`config.mk`:
```
export PLATFORM = sky130hd
export DESIGN_NAME = shift_left_seq_unit
export DESIGN_NICKNAME = d
export VERILOG_FILES = /design/src/rtl/shift_left_seq_unit.sv
export SDC_FILE = /design/constraint.sdc
export NUM_CORES = 1
export LEC_CHECK = 0
export ABC_AREA = 1
export BUFFER_PORTS_ARGS = -buffer_cell sky130_fd_sc_hd__buf_2
export CAP_MARGIN = 40
export CORE_ASPECT_RATIO = 2
export CORE_MARGIN = 1
export CORE_UTILIZATION = 33
export DETAILED_ROUTE_END_ITERATION = 12
export SKIP_LAST_GASP = 1
export SYNTH_ARGS = -nofsm -noshare
export SYNTH_HDL_FRONTEND = slang
export SYNTH_SLANG_ARGS = --single-unit
```
`constraint.sdc`:
```
create_clock -name clk -period 1.71 [get_ports clk]
set_clock_uncertainty 0.15 [all_clocks]
set_input_delay 0.0855 -clock clk [delete_from_list [all_inputs] [get_ports clk]]
set_output_delay 0.0855 -clock clk [all_outputs]
set_load 0.02 [all_outputs]
```
`src/rtl/shift_left_seq_unit.sv`:
```
// Sequential left shifter: logical, rotate, rotate-through-carry and
// arithmetic modes, one bit per clock, with carry and sticky overflow.
// Ports:
//   clk, rst        : clock, synchronous active-high reset
//   start           : operation request, sampled only when idle
//   sel1, sel0      : mode {00 lsl, 01 rol, 10 rcl, 11 asl}
//   x, amt, cin     : operand, shift count, carry-in (latched on start)
//   f, cout         : result and carry registers
//   overflow        : sticky arithmetic overflow (mode 11 only)
//   busy, done      : shifting in progress, one-cycle completion pulse
module shift_left_seq_unit #(
  parameter int WIDTH = 8,
  parameter int AMT_W = 3
) (
  input  logic             clk,
  input  logic             rst,
  input  logic             start,
  input  logic             sel1,
  input  logic             sel0,
  input  logic [WIDTH-1:0] x,
  input  logic [AMT_W-1:0] amt,
  input  logic             cin,
  output logic [WIDTH-1:0] f,
  output logic             cout,
  output logic             overflow,
  output logic             busy,
  output logic             done
);

  typedef enum logic [1:0] {
    IDLE,
    SHIFT,
    DONE
  } state_t;

  localparam logic [1:0] M_LSL = 2'b00;
  localparam logic [1:0] M_ROL = 2'b01;
  localparam logic [1:0] M_RCL = 2'b10;
  localparam logic [1:0] M_ASL = 2'b11;

  state_t           state, state_n;
  logic [WIDTH-1:0] f_n;
  logic             cout_n;
  logic             ovf_n;
  logic [AMT_W-1:0] cnt, cnt_n;
  logic [1:0]       mode, mode_n;
  logic             fill;
  logic             msb;
  logic             sign_chg;

  assign msb      = f[WIDTH-1];
  assign sign_chg = f[WIDTH-1] ^ f[WIDTH-2];

  // Bit entering at the LSB for the latched mode.
  always_comb begin
    fill = 1'b0;
    unique case (1'b1)
      (mode == M_ROL): fill = msb;
      (mode == M_RCL): fill = cout;
      default:         fill = 1'b0;
    endcase
  end

  always_comb begin
    state_n = state;
    f_n     = f;
    cout_n  = cout;
    ovf_n   = overflow;
    cnt_n   = cnt;
    mode_n  = mode;
    busy    = 1'b0;
    done    = 1'b0;
    unique case (state)
      IDLE: begin
        if (start) begin
          f_n     = x;
          cnt_n   = amt;
          mode_n  = {sel1, sel0};
          cout_n  = ({sel1, sel0} == M_RCL) ? cin : 1'b0;
          ovf_n   = 1'b0;
          state_n = SHIFT;
        end
      end
      SHIFT: begin
        busy = 1'b1;
        if (cnt != '0) begin
          f_n    = {f[WIDTH-2:0], fill};
          cout_n = msb;
          if (mode == M_ASL && sign_chg) begin
            ovf_n = 1'b1;
          end
          cnt_n  = cnt - 1'b1;
        end else begin
          state_n = DONE;
        end
      end
      DONE: begin
        done    = 1'b1;
        state_n = IDLE;
      end
      default: state_n = IDLE;
    endcase
  end

  always_ff @(posedge clk) begin
    if (rst) begin
      state    <= IDLE;
      f        <= '0;
      cout     <= 1'b0;
      overflow <= 1'b0;
      cnt      <= '0;
      mode     <= M_LSL;
    end else begin
      state    <= state_n;
      f        <= f_n;
      cout     <= cout_n;
      overflow <= ovf_n;
      cnt      <= cnt_n;
      mode     <= mode_n;
    end
  end

endmodule

```
# ---- Word-level counts from Yosys, hierarchy flattened
# Cells that the tools add are included.
# W data, S select, Z words.
dict set report word_totals {
  ff_bits 17
  input_bits 17
  out_inout_bits 12
  word_cells 46
}
dict set report classes {
  addsub 1
  eq_ne 10
  mux 20
  bitwise 1
  reduce_logical 8
}
# cell count
set op_table {}
lappend op_table {{$mux W8} 2}
lappend op_table {{$pmux W8 S2} 1}
lappend op_table {{$eq A2 B2 Y1 const B} 4}
lappend op_table {{$mux W1} 8}
lappend op_table {{$ne A2 B2 Y1 const B} 4}
lappend op_table {{$mux W3} 2}
lappend op_table {{$pmux W1 S2} 3}
lappend op_table {{$pmux W3 S2} 1}
lappend op_table {{$eq A2 B1 Y1 const B} 2}
lappend op_table {{$mux W2} 2}
lappend op_table {{$pmux W2 S2} 1}
lappend op_table {{$reduce_and A2 Y1} 2}
lappend op_table {{$reduce_and A4 Y1} 1}
lappend op_table {{$reduce_and A3 Y1} 1}
lappend op_table {{$reduce_bool A3 Y1} 1}
lappend op_table {{$sub A3 B1 Y3 const B} 1}
lappend op_table {{$logic_not A2 Y1} 1}
lappend op_table {{$reduce_bool A2 Y1} 1}
lappend op_table {{$logic_and A1 B1 Y1} 1}
lappend op_table {{$xor A1 B1 Y1} 1}

# ---- Logic depth before layout (Yosys ltp)
dict set report depth {
  ltp_word 5
  ltp_mapped 9
}

# ---- Worst setup path before layout
# Ideal clock, no wire load.
dict set report synth_path {
  path_type {register to register}
  from {register cnt[0]}
  to {register f[7]}
  arrival_ns 1.085
  t_required_ns 1.444
  path_slack_ns 0.359
  stages_incl_launch_ff 10
  path_cell_list {dfxtp_1 inv_1 ha_1 nand2_1 nand2_1 nand2_2 inv_2 buf_4 nor2_1 nor2_1}
}
dict set report synth_via {
  elab_chain_len 3
}
# element line_no
set synth_lines {}
lappend synth_lines {{from (decl)} 45} ;# logic [AMT_W-1:0] cnt, cnt_n;
lappend synth_lines {{from (signal assigned)} 118} ;# cnt <= cnt_n;
lappend synth_lines {{$reduce_bool A3 Y1} 86} ;# if (cnt != '0) begin
lappend synth_lines {{$ne A2 B2 Y1 (no source line)} n/a}
lappend synth_lines {{$reduce_and A3 Y1 (no source line)} n/a}
lappend synth_lines {{to (signal assigned)} 115} ;# f <= f_n;
lappend synth_lines {{to (decl)} 23} ;# output logic [WIDTH-1:0] f,
# No other way between the ends.
# A chain may end at the register's enable or synchronous reset.

# ---- Final worst setup path
dict set report layout_path {
  from {register cnt[0]}
  to {register f[6]}
}
# Same word-level chain as after synthesis.

==> flow_metrics.env <==
export IMPL_power_density_mw_per_mm2=1020
export IMPL_drt_iter0_markers=13
export IMPL_clk_pin_slew_ns=0.06
export IMPL_syn_nets=161
export IMPL_drc_errors=0
export IMPL_nets=192
export IMPL_grt_ovfl_total=0
export IMPL_core_area_sq_mm=0.00257
export IMPL_cts_setup_buffers=0
export IMPL_dieHeight_microns=76.0
export IMPL_viasPerCell=4.65
export IMPL_whs_ns=-0.000322
export IMPL_cts_inserted_buffers=3
export IMPL_clockBufferDepth=2
export IMPL_path_class="flip-flop to flip-flop"
export IMPL_drt_first_pass_iters=4
export IMPL_cts_root_buf="clkbuf_8"
export IMPL_violations="hold timing"
export IMPL_core_rowCount=26
export IMPL_grtUsageTotal_pct=15.0
export IMPL_synthCells=139
export IMPL_grt_first_pass_wirelength_microns=3250
export IMPL_fin_cells=197
export IMPL_synth_yosys_seq_area_share_pct=37.7
export IMPL_relSlewSlack_pct=75.9
export IMPL_avgSynthCellArea_sq_um=6.50
export IMPL_drtAntennaViolNets=0
export IMPL_drt_wirelength_per_cell_microns=9.98
export IMPL_hpwl_microns=1440
export IMPL_yosysWarnings=0
export IMPL_cpLargestDelayFamily="simple AND/OR/NAND/NOR gates"
export IMPL_wirelength_microns=1970
export IMPL_slowest_delay_ns=0.34
export IMPL_dieArea_sq_mm=0.00296
export IMPL_synth_top_cell_area_share_pct=37.7
export IMPL_cp_arrival_ns=1.53
export IMPL_cts_tree="yes"
export IMPL_mostFrequentLayoutCell="nand2_1"
export IMPL_post_route_min_period_ns=1.53
export IMPL_min_period_over_period_pct=89.7
export IMPL_p_leak_nw=0.596
export IMPL_die_width_microns=39.0
export IMPL_dpl_cell_count=191
export IMPL_gp_congestion=0.769
export IMPL_hold_viol_final=1
export IMPL_io_pins=29
export IMPL_status="finished, violations left"
export IMPL_power_mw=1.14
export IMPL_syn_cell_area_sq_um=903
export IMPL_worstPathCellList="inv_1, ha_1, nand2_1, nand2_1, nand2_2, inv_2, nor2_1, nor2_1"
export IMPL_h_tree_depth=1
export IMPL_synth_distinct_cells=18
export IMPL_ir_worst_vdd_v=0.000435
export IMPL_start_util_pct=35.2
export IMPL_setup_viol=0
export IMPL_grt_pass1_vias=772
export IMPL_cp_required_ns=1.71
export IMPL_layout_common_cells="nand2_1 (39), nor2_1 (31), buf_2 (28)"
export IMPL_clock_sinks=17
export IMPL_io_buffers=28
export IMPL_worst_pin_slew_ns=0.361
export IMPL_area_growth_syn_to_layout_pct=24.2
export IMPL_setup_tns_final_ns=0
export IMPL_max_freq_mhz=652
export IMPL_cp_max_fo=13
export IMPL_maxCapViolCount=0
export IMPL_utilization_pct=43.7
export IMPL_synth_top_area_cell="dfxtp_1"
export IMPL_holdCritPathClass="input pin to flip-flop"
export IMPL_insertion_delay_ns=0.25
export IMPL_synth_area_leaders="dfxtp_1 (38%), nand2_1 (16%), nor2_1 (13%), o21ai_0 (10%), ha_1 (6.9%)"
export IMPL_drv_slew=0
export IMPL_start_kind="flip-flop"
export IMPL_grt_setup_unrepaired="no"
export IMPL_drive_gt1_share_pct=23.1
export IMPL_synth_seq_cells=17
export IMPL_antenna_found_initial=0
export IMPL_worstSetupEndpointType="flip-flop"
export IMPL_slowest_stage="dfxtp_1"
export IMPL_grt_max_degree=18
export IMPL_via_count=916
export IMPL_cp_num_buf_inv=2
export IMPL_diodes=0
==> worst register-to-register path, stage by stage (launching register included) <==
cell and delay [ns]:
dfxtp_1 0.34, inv_1 0.06, ha_1 0.19, nand2_1 0.10
nand2_1 0.07, nand2_2 0.18, inv_2 0.16, nor2_1 0.12
nor2_1 0.05
==> cells by family after synthesis <==
| kind of cell | synth area share [%] |
|---|---|
| simple gates | 34.2 |
| xor+xnor | 0.970 |
| buf+inv | 8.59 |
| fa+ha+maj | 6.93 |
| compound gates | 11.6 |
| flops | 37.7 |
==> power breakdown <==
group / internal, mW / switching [mW] / total [mW] / leakage (nW)
logic: 0.124 / 0.222 / 0.346 / 0.432
registers: 0.453 / 0.0438 / 0.497 / 0.141
clock network: 0.165 / 0.134 / 0.300 / 0.0228
==> final timing paths <==
check,startpoint,end,slack [ns],depth (start not counted)
max,cnt[0],f[6],0.18,8
min,amt[2],cnt[2],-0.0003,5
max reg2reg,cnt[0],f[6],0.18,8
min reg2reg,overflow,overflow,0.29,2
==> layout make-up <==
| type | count | area [sq um] |
|---|---|---|
| multi-input combinational | 104 | 485 |
| timing repair buffer | 31 | 168 |
| fill | 277 | 1450 |
| sequential | 17 | 340 |
| inverter | 13 | 48.8 |
| clock buffer | 4 | 45.0 |
| tap | 28 | 35.0 |
==> sequential cells by signal, summed over array words and instances, names as in the netlist <==
register / cells
mode: 2
f: 8
cout: 1
cnt: 3
state: 2
overflow: 1
==> what timing repair did <==
item | CTS | global route
gates resized for setup | 0 | 0
endpoints found under the hold margin | 3 | 0
hold buffers | 2 | 0
==> stage by stage <==
step,cell area [sq um],setup WS (ns)
3_5_place_dp,1060,0.181
6_report,1120,0.176
4_1_cts,1120,0.164
5_1_grt,1120,0.0276
3_3_place_gp,1060,0.229
2_1_floorplan,903,0.359
==> routing by layer <==
| layer | routed length (microns) | part of all wire [%] | GRT usage [%] | vias to the layer above |
|---|---|---|---|---|
| li1 | - | - | - | 487 |
| met1 | 889 | 45 | 17.7 | 396 |
| met2 | 939 | 48 | 24.7 | 29 |
| met3 | 96 | 4.9 | 1.75 | 4 |
| met4 | 41 | 2.1 | 8.28 | 0 |
| met5 | 0 | 0 | 0 | - |
==> synthesized netlist by cell type <==
| cell type | instances |
|---|---|
| dfxtp_1 | 17 |
| ha_1 | 5 |
| inv_1 | 10 |
| nand2_1 | 39 |
| buf_4 | 2 |
| nand3_1 | 1 |
| buf_2 | 2 |
| a21oi_1 | 3 |
| xor2_1 | 1 |
| inv_2 | 3 |
| clkbuf_1 | 1 |
| nand3b_1 | 1 |
| nand3_2 | 1 |
| o21ai_0 | 18 |
| nor3_1 | 1 |
| nor2_2 | 1 |
| nor2_1 | 31 |
| nand2_2 | 2 |
No activity file was read; power rests on OpenSTA's default activity.
